$ cat config.mk
export PLATFORM = sky130hd
export DESIGN_NAME = rr_arbiter
export DESIGN_NICKNAME = d
export VERILOG_FILES = /design/src/rtl/rr_arb_pkg.sv /design/src/rtl/rr_mask_ff.sv /design/src/rtl/rr_arbiter.sv
export SDC_FILE = /design/constraint.sdc
export NUM_CORES = 1
export LEC_CHECK = 0
export ABC_CLOCK_PERIOD_IN_PS = 4700
export BUFFER_PORTS_ARGS = -buffer_cell sky130_fd_sc_hd__clkbuf_2
export CORE_ASPECT_RATIO = 0.9
export CORE_MARGIN = 10
export CORE_UTILIZATION = 30
export CTS_CLUSTER_DIAMETER = 30
export DETAILED_ROUTE_END_ITERATION = 10
export PLACE_DENSITY = 0.51
export SLEW_MARGIN = 20
export SYNTH_ARGS = -nofsm -noshare
export SYNTH_HDL_FRONTEND = slang
export SYNTH_SLANG_ARGS = --single-unit
$ cat constraint.sdc
create_clock -name clk -period 4.7 [get_ports clk]
set_input_delay 0.47 -clock clk [delete_from_list [all_inputs] [get_ports clk]]
set_output_delay 0.47 -clock clk [all_outputs]
set_load 0.02 [all_outputs]
$ cat src/rtl/rr_arb_pkg.sv
// Shared types and helpers for the round-robin arbiter.
// Latency: n/a (package only).
// Backpressure: n/a (package only).
package rr_arb_pkg;

  typedef enum logic {
    IDLE  = 1'b0,
    GRANT = 1'b1
  } rr_arb_state_e;

  // Next priority pointer after an accepted grant: one past the winner, wrapping to 0.
  function automatic int unsigned rr_arb_nxt_ptr(input int unsigned idx, input int unsigned req_n);
    return (idx + 1 >= req_n) ? 0 : idx + 1;
  endfunction

endpackage

$ cat src/rtl/rr_mask_ff.sv
// Find-first-set (LSb first) with one-hot, binary index and any outputs.
// Latency: purely combinational, 0 cycles.
// Backpressure: none; pure function of the input vector.
module rr_mask_ff #(
  parameter int N = 8,
  parameter int W = $clog2(N)
) (
  input  logic [N-1:0] vec,
  output logic [N-1:0] oh,
  output logic [W-1:0] idx,
  output logic         any
);

  // Scan from MSb down so the lowest set bit is the last assignment and wins.
  always_comb begin
    oh  = '0;
    idx = '0;
    any = 1'b0;
    for (int i = N - 1; i >= 0; i--) begin
      if (vec[i]) begin
        oh     = '0;
        oh[i]  = 1'b1;
        idx    = W'(i);
        any    = 1'b1;
      end
    end
  end

endmodule

$ cat src/rtl/rr_arbiter.sv
// Round-robin arbiter issuing one registered grant at a time over valid/ready.
// Latency: 1 cycle from request seen in IDLE to gnt_vld; back-to-back grants at one per cycle.
// Backpressure: gnt_rdy=0 holds the grant (sticky); priority rotates only on accept.
// Optional macro RR_ARB_LOCK_EN adds gnt_lock, which keeps priority on the current winner.
module rr_arbiter
  import rr_arb_pkg::*;
#(
  parameter  int REQ_N = 8,
  localparam int IDX_W = $clog2(REQ_N)
) (
  input  logic             clk,
  input  logic             rst_n,
  input  logic [REQ_N-1:0] req,
  input  logic             gnt_rdy,
`ifdef RR_ARB_LOCK_EN
  input  logic             gnt_lock,
`endif
  output logic             gnt_vld,
  output logic [REQ_N-1:0] gnt_oh,
  output logic [IDX_W-1:0] gnt_idx
);

  rr_arb_state_e    state;
  logic [IDX_W-1:0] ptr;

  logic             accept;
  logic [IDX_W-1:0] adv_ptr;
  logic [IDX_W-1:0] nxt_ptr;
  logic [IDX_W-1:0] arb_ptr;
  logic [REQ_N-1:0] hi_mask;
  logic [REQ_N-1:0] hi_req;

  logic [REQ_N-1:0] hi_oh;
  logic [IDX_W-1:0] hi_idx;
  logic             hi_any;
  logic [REQ_N-1:0] lo_oh;
  logic [IDX_W-1:0] lo_idx;
  logic             lo_any;

  logic [REQ_N-1:0] win_oh;
  logic [IDX_W-1:0] win_idx;

  assign accept  = gnt_vld & gnt_rdy;
  assign adv_ptr = IDX_W'(rr_arb_nxt_ptr(32'(gnt_idx), REQ_N));

`ifdef RR_ARB_LOCK_EN
  // A locked accept keeps the current winner at top priority for burst continuation.
  assign nxt_ptr = gnt_lock ? gnt_idx : adv_ptr;
`else
  assign nxt_ptr = adv_ptr;
`endif

  // On accept the re-arbitration already sees the rotated pointer.
  assign arb_ptr = accept ? nxt_ptr : ptr;
  assign hi_mask = ~((REQ_N'(1) << arb_ptr) - REQ_N'(1));
  assign hi_req  = req & hi_mask;

  rr_mask_ff #(.N(REQ_N), .W(IDX_W)) u_ff_hi (
    .vec (hi_req),
    .oh  (hi_oh),
    .idx (hi_idx),
    .any (hi_any)
  );

  rr_mask_ff #(.N(REQ_N), .W(IDX_W)) u_ff_lo (
    .vec (req),
    .oh  (lo_oh),
    .idx (lo_idx),
    .any (lo_any)
  );

  assign win_oh  = hi_any ? hi_oh  : lo_oh;
  assign win_idx = hi_any ? hi_idx : lo_idx;

  // State, pointer and grant registers; the grant only changes on entry or accept.
  always_ff @(posedge clk) begin
    if (!rst_n) begin
      state   <= IDLE;
      ptr     <= '0;
      gnt_vld <= 1'b0;
      gnt_oh  <= '0;
      gnt_idx <= '0;
    end else begin
      case (state)
        IDLE: begin
          if (lo_any) begin
            gnt_oh  <= win_oh;
            gnt_idx <= win_idx;
            gnt_vld <= 1'b1;
            state   <= GRANT;
          end
        end
        GRANT: begin
          if (gnt_rdy) begin
            ptr <= nxt_ptr;
            if (lo_any) begin
              gnt_oh  <= win_oh;
              gnt_idx <= win_idx;
            end else begin
              gnt_vld <= 1'b0;
              gnt_oh  <= '0;
              state   <= IDLE;
            end
          end
        end
        default: begin
          state   <= IDLE;
          gnt_vld <= 1'b0;
          gnt_oh  <= '0;
        end
      endcase
    end
  end

endmodule

Word-level counts from Yosys, hierarchy flattened
Cells that the tools add are included. Widths: inputs -> output; s select.

Register bits: 16. Input port bits: 11. Output and inout bits: 12.

Add/subtract/negate cells: 2. Magnitude comparators: 1. Equal/unequal tests: 3. Shift-type cells: 1. Mux-type cells: 66. Bitwise gates (word level): 4. Reductions and logical operators: 3.

Operator list (number): $mux 8 (20); $mux 3 (21); $mux 1 (21); $pmux 8 s2 (1); $and 8x8->8 (1); $not 8->8 (1); $shl 1x3->8 const A (1); $sub 8x2->8 const B (1); $ne 2x2->1 const B (3); $pmux 3 s2 (1); $add 3x1->4 const B (1); $ge 4x4->1 const B (1); $pmux 1 s2 (2); $reduce_and 2->1 (2); $reduce_and 3->1 (1); $and 1x1->1 (1); $not 1->1 (1).

Longest topological paths before layout
Depth in word-level cells: 20. Gate-level depth with buffers: 13.

By module
A second synthesis with hierarchy kept.

Cells, all modules: 170. Area, all modules: 1356.3 µm².

By module, submodules not included: rr_arbiter (times used 1, cells each 126, area an instance 1038.5 µm², seq. area each 320.3 µm²); rr_mask_ff (times used 2, cells each 22, area an instance 158.9 µm², seq. area each 0.0 µm²).

Worst setup path after synthesis
OpenSTA, ideal clock, no wires.

Path type: register to register. Start point: register gnt_idx[1]. End point: register gnt_oh[5]. Setup time: 88 ps. Arrival: 3130 ps. Data required time: 4612 ps. Slack: 1482 ps. Cell stages (with the launch flop): 14. Path buffers: 0. Clock period less this slack: 3218 ps. Cells stage by stage: dfxtp_1 > ha_1 > nor2b_1 > a21oi_2 > a22oi_1 > nor2_1 > inv_1 > ha_1 > nor4b_1 > a311oi_1 > o311a_4 > or3_4 > or4_4 > a311oi_2.

Longest elaborated chain between the ends: 20. Elaborated cells on any way between the ends: 28. Classes of those cells: add/sub: 2; order compare: 1; shift: 1; mux: 22; bitwise: 2.

RTL lines: start: declaration (RTL line rr_arbiter.sv:20) `output logic [IDX_W-1:0] gnt_idx`; start signal: assignment (RTL line rr_arbiter.sv:88) `gnt_idx <= win_idx;`; start signal: assignment (RTL line rr_arbiter.sv:98) `gnt_idx <= win_idx;`; $add 3x1->4 * (RTL line rr_arb_pkg.sv:13) `return (idx + 1 >= req_n) ? 0 : idx + 1;`; $ge 4x4->1 (RTL line rr_arb_pkg.sv:13); $mux 3 * (RTL line rr_arb_pkg.sv:13); $mux 3 * (RTL line rr_arbiter.sv:54) `assign arb_ptr = accept ? nxt_ptr : ptr;`; $shl 1x3->8 * (RTL line rr_arbiter.sv:55) `assign hi_mask = ~((REQ_N'(1) << arb_ptr) - REQ_N'(1));`; $sub 8x2->8 * (RTL line rr_arbiter.sv:55); $not 8->8 * (RTL line rr_arbiter.sv:55); $and 8x8->8 * (RTL line rr_arbiter.sv:56) `assign hi_req = req & hi_mask;`; $mux 1 (8 in series) (RTL line rr_mask_ff.sv:20) `if (vec[i]) begin`; $mux 8 * (RTL line rr_arbiter.sv:72) `assign win_oh = hi_any ? hi_oh : lo_oh;`; $mux 8 (RTL line rr_arbiter.sv:96) `if (lo_any) begin`; $mux 8 (RTL line rr_arbiter.sv:94) `if (gnt_rdy) begin`; $pmux 8 s2 * (RTL line rr_arbiter.sv:84) `case (state)`; end signal: assignment (RTL line rr_arbiter.sv:87) `gnt_oh <= win_oh;`; end signal: assignment (RTL line rr_arbiter.sv:97) `gnt_oh <= win_oh;`; end: declaration (RTL line rr_arbiter.sv:19) `output logic [REQ_N-1:0] gnt_oh,`.

Every way passes the cells marked *; elsewhere a longest branch is shown, timed or not. The select of a mux whose other input is x is not followed. A chain may end at the register's enable or synchronous reset.

Worst setup path in the final report
Start point: register gnt_idx[0]. End point: register gnt_oh[5].

The elaborated chain is that of the path after synthesis.

==> metrics.md <==
| Metric | Value |
|---|---|
| Die Ht | `81.67 µm` |
| Clock sink total | `16` |
| CP max stage cell | `dfxtp_1` |
| Nets | `around 200` |
| Max Cap Viol | `0` |
| CP peak stage delay | `around 0.55 ns` |
| Worst-path cell chain | `ha_1, nor2b_1, a21oi_2, a22oi_1, nor2_1, inv_1, ha_1, nor4b_1, a311oi_1, o311a_4, or3_4, or4_4, a311oi_2` |
| DR WL/cell | `about 17 µm` |
| Ys Warns | `0` |
| Largest family of logic cells by synthesized area | `compound AO/OA/AOI/OAI gates` |
| Syn Area/Cell | `around 7.5 µm²` |
| CP endpoint kind | `register` |
| Synth Area in XOR/XNOR | `under 10%` |
| Setup Buffers After CTS | `0` |
| GRT Overall Usage | `11.30%` |
| Clk_lat worst skew | `roughly 0.26 ns` |
| Proportion of synthesized area in mux cells | `0%` |
| Initial antenna violation count | `0` |
| Required time of the critical path | `slightly below 5 ns` |
| Pins Over Slew Limit | `0` |
| Synthesized flop and latch total | `16` |
| Critical path's most frequent cell | `ha_1` |
| Status | `finished clean` |
| Area contributors post-synth | `dfxtp_1, nand2_1, a21oi_1` |
| DR vias/cell | `between 5 and 6` |
| Critical Path Fanout Max | `10` |
| Crit path kind | `register to register` |
| Setup TNS | `0 ns` |
| TritonCTS clock tree | `built` |
| Peak Freq | `roughly 280 MHz` |
| PwrDens | `between 300 and 400 nW/µm²` |
| Synth top area share | `25.27%` |
| Post-synth EDFFs | `0` |
| Hold WC Path Type | `register to register` |
| Worst EP arrival | `approximately 3.8 ns` |
| Leakage | `between 0.5 and 0.6 nW` |
| Post-Syn Instances | `roughly 170` |
| RSZ-0062 raised after global routing | `false` |
| # hold bufs at CTS | `0` |
| Total die area | `around 7200 µm²` |
| Rows | `22` |
| Total core area | `a little over 4000 µm²` |
| Max VDD drop | `approximately 0.094 mV` |
| Compound-gate portion of the synthesized area | `~35%` |
| Adder-Cell Fraction of Synth Area | `roughly 2%` |
| Clk slew on worst S/H paths | `~0.07 ns` |
| Pin count of the biggest net entering global routing | `15` |
| Placer Congestion | `between 0.9 and 1` |
| Post-synthesis sequential area ratio | `about a quarter` |
| PortBufs | `22` |
| First-pass GRT wire length | `around 6500 µm` |
| Final worst setup slack | `around 1.1 ns` |
| Syn_nets | `roughly 180` |
| DP Wirelength | `3122 µm` |
| Post-route cell area | `about 1400 µm²` |
| Buffers plus inverters on the worst setup path | `1` |
| Placed Area | `~1400 µm²` |
| Detailed-route wire length | `about 4000 µm` |
| Cell taking the most area after synthesis | `dfxtp_1` |
| # setup viols final | `0` |
| Asr flop ratio synth | `0%` |
| Clk buf depth | `2` |
| Diodes inserted | `0` |
| Post-synth cell types | `slightly below 50` |
| Die Wd | `between 80 and 90 µm` |
| Starting Density | `around 31%` |
| Number of DRC markers in iteration 0 | `a little under 100` |
| Mapped Area | `1267 µm²` |
| Setup WS pre-CTS | `around 1.1 ns` |
| Synth-to-Final Area Change | `13.92%` |
| Fin. Hold Viols | `0` |
| H-tree depth | `1` |
| Vias | `~1.4k` |
| Total CTS buffers | `3` |
| Post-route DRC violation count | `0` |
| Vias in the first global route | `about 1.3k` |
| Rel. slew slack | `48.82%` |
| Post-CTS sizing | `0` |
| Worst slew pin tran | `around 0.76 ns` |
| I/O pin cnt | `23` |
| GRT overflow | `0` |
| Simple-Gate Fraction of Synth Area | `a little under a third` |
| Total power | `between 400 and 500 µW` |
| Root Buffer | `clkbuf_8` |
| Top cell family by delay on the critical path | `simple AND/OR/NAND/NOR gates` |
| Post-route ant nets | `0` |
| Commonest register cell after synthesis | `dfxtp_1` |
| Drt pass-1 iters | `4` |
| Final cycle utilization of the critical path | `about 76%` |
| Worst Skew | `0.005387 ns` |
| Tmin final | `3.594 ns` |
| Startpoint types | `register` |
| Layout cells sized above 1 | `between 10% and 20%` |
-- metal layers --
metal	track usage (%)	vias up	part of all wire, %
li1	-	679	-
met1	15.12	636	47
met2	17.22	62	45
met3	2.770	5	7.0
met4	4.032	0	1.3
met5	0	-	0
-- layout by cell type (no fill, tap or decap), drive strengths merged, types with 3 or more instances in the layout --
master  count
o21ai      10
clkbuf     26
and2        5
a311oi      3
nand4       4
nor2b       4
inv         4
a21oi      18
nand2b      3
nor4        3
nor3        4
nand3       7
a32oi       3
nand2      23
or4         3
dfxtp      16
nor2       14
-- cells in the mapped netlist (2+ instances only) --
library cell,instances
o211a_1,2
and2_1,5
o21ai_0,9
nand2_1,23
nor2b_1,4
a21o_1,2
a211oi_1,2
nor2_1,14
a22o_1,2
ha_1,2
nor3_1,4
clkbuf_1,4
a31oi_1,2
nand4_1,4
a311oi_1,2
xnor2_1,2
or4_1,2
a21oi_1,16
buf_6,3
a21oi_2,2
o31ai_1,2
and3_1,2
dfxtp_1,16
nand3_1,7
a32oi_1,3
nor4_1,3
nand2b_1,3
a22oi_1,2
o41ai_1,2
inv_1,4
-- report_power, final --
part | leakage (nW) | total [mW] | switching (mW) | internal (mW)
clock | 0.0288 | 0.131 | 0.0559 | 0.0746
sequential | 0.131 | 0.163 | 0.0164 | 0.147
combinational | 0.428 | 0.158 | 0.0992 | 0.0590
total | 0.588 | 0.452 | 0.171 | 0.280
-- area by class of cell --
| type | instances | area (µm²) |
|---|---|---|
| well taps | 48 | 60.06 |
| inverters | 4 | 15.01 |
| multi-input cells | 141 | 875.8 |
| fillers | 471 | 2630 |
| clock buffers | 4 | 55.05 |
| flip-flops and latches | 16 | 320.3 |
| repair buffers | 23 | 117.6 |
-- worst paths after layout --
| path | from | to | slack [ns] | cells past startpoint |
|---|---|---|---|---|
| max | gnt_idx[0]$_SDFFE_PN0P_ | gnt_oh[5]$_SDFFE_PN0P_ | 1.11 | 13 |
| min reg2reg | gnt_oh[4]$_SDFFE_PN0P_ | gnt_oh[4]$_SDFFE_PN0P_ | 0.48 | 2 |
| max reg2reg | gnt_idx[0]$_SDFFE_PN0P_ | gnt_oh[5]$_SDFFE_PN0P_ | 1.11 | 13 |
| min | gnt_oh[4]$_SDFFE_PN0P_ | gnt_oh[4]$_SDFFE_PN0P_ | 0.48 | 2 |
-- worst reg2reg max path, stage by stage, from the launching register on --
cell      delay [ns]
dfxtp_1         0.55
ha_1            0.29
nor2b_1         0.21
a21oi_2         0.09
a22oi_1         0.26
nor2_1          0.13
inv_1           0.07
ha_1            0.28
nor4b_1         0.25
a311oi_1        0.12
o311a_4         0.19
or3_4           0.39
or4_4           0.43
a311oi_2        0.24
-- logic make-up after synthesis --
| kind of cell | after synthesis |
|---|---|
| XOR/XNOR | 2 |
| flip-flops | 16 |
| AO/OA/AOI/OAI | 61 |
| AND/OR/NAND/NOR | 76 |
| adder cells (fa/ha/maj) | 2 |
| buffers and inverters | 12 |
-- flip-flops by register name, summed over array words and instances, names as in the netlist --
register / flops
gnt_idx: 3
gnt_oh: 8
gnt_vld: 1
ptr: 3
state: 1
-- per-stage QoR --
| stage | util (%) | cells | hold WS, ns |
|---|---|---|---|
| 4_1_cts | 35.44 | 236 | 0.4858 |
| 2_1_floorplan | - | 169 | 0.4952 |
| 5_1_grt | 35.44 | 236 | 0.5143 |
| 3_5_place_dp | 34.09 | 232 | 0.4713 |
| 3_3_place_gp | 34.09 | 232 | 0.4582 |
| 6_report | 35.44 | 236 | 0.4786 |
No activity file was read; power rests on OpenSTA's default activity.
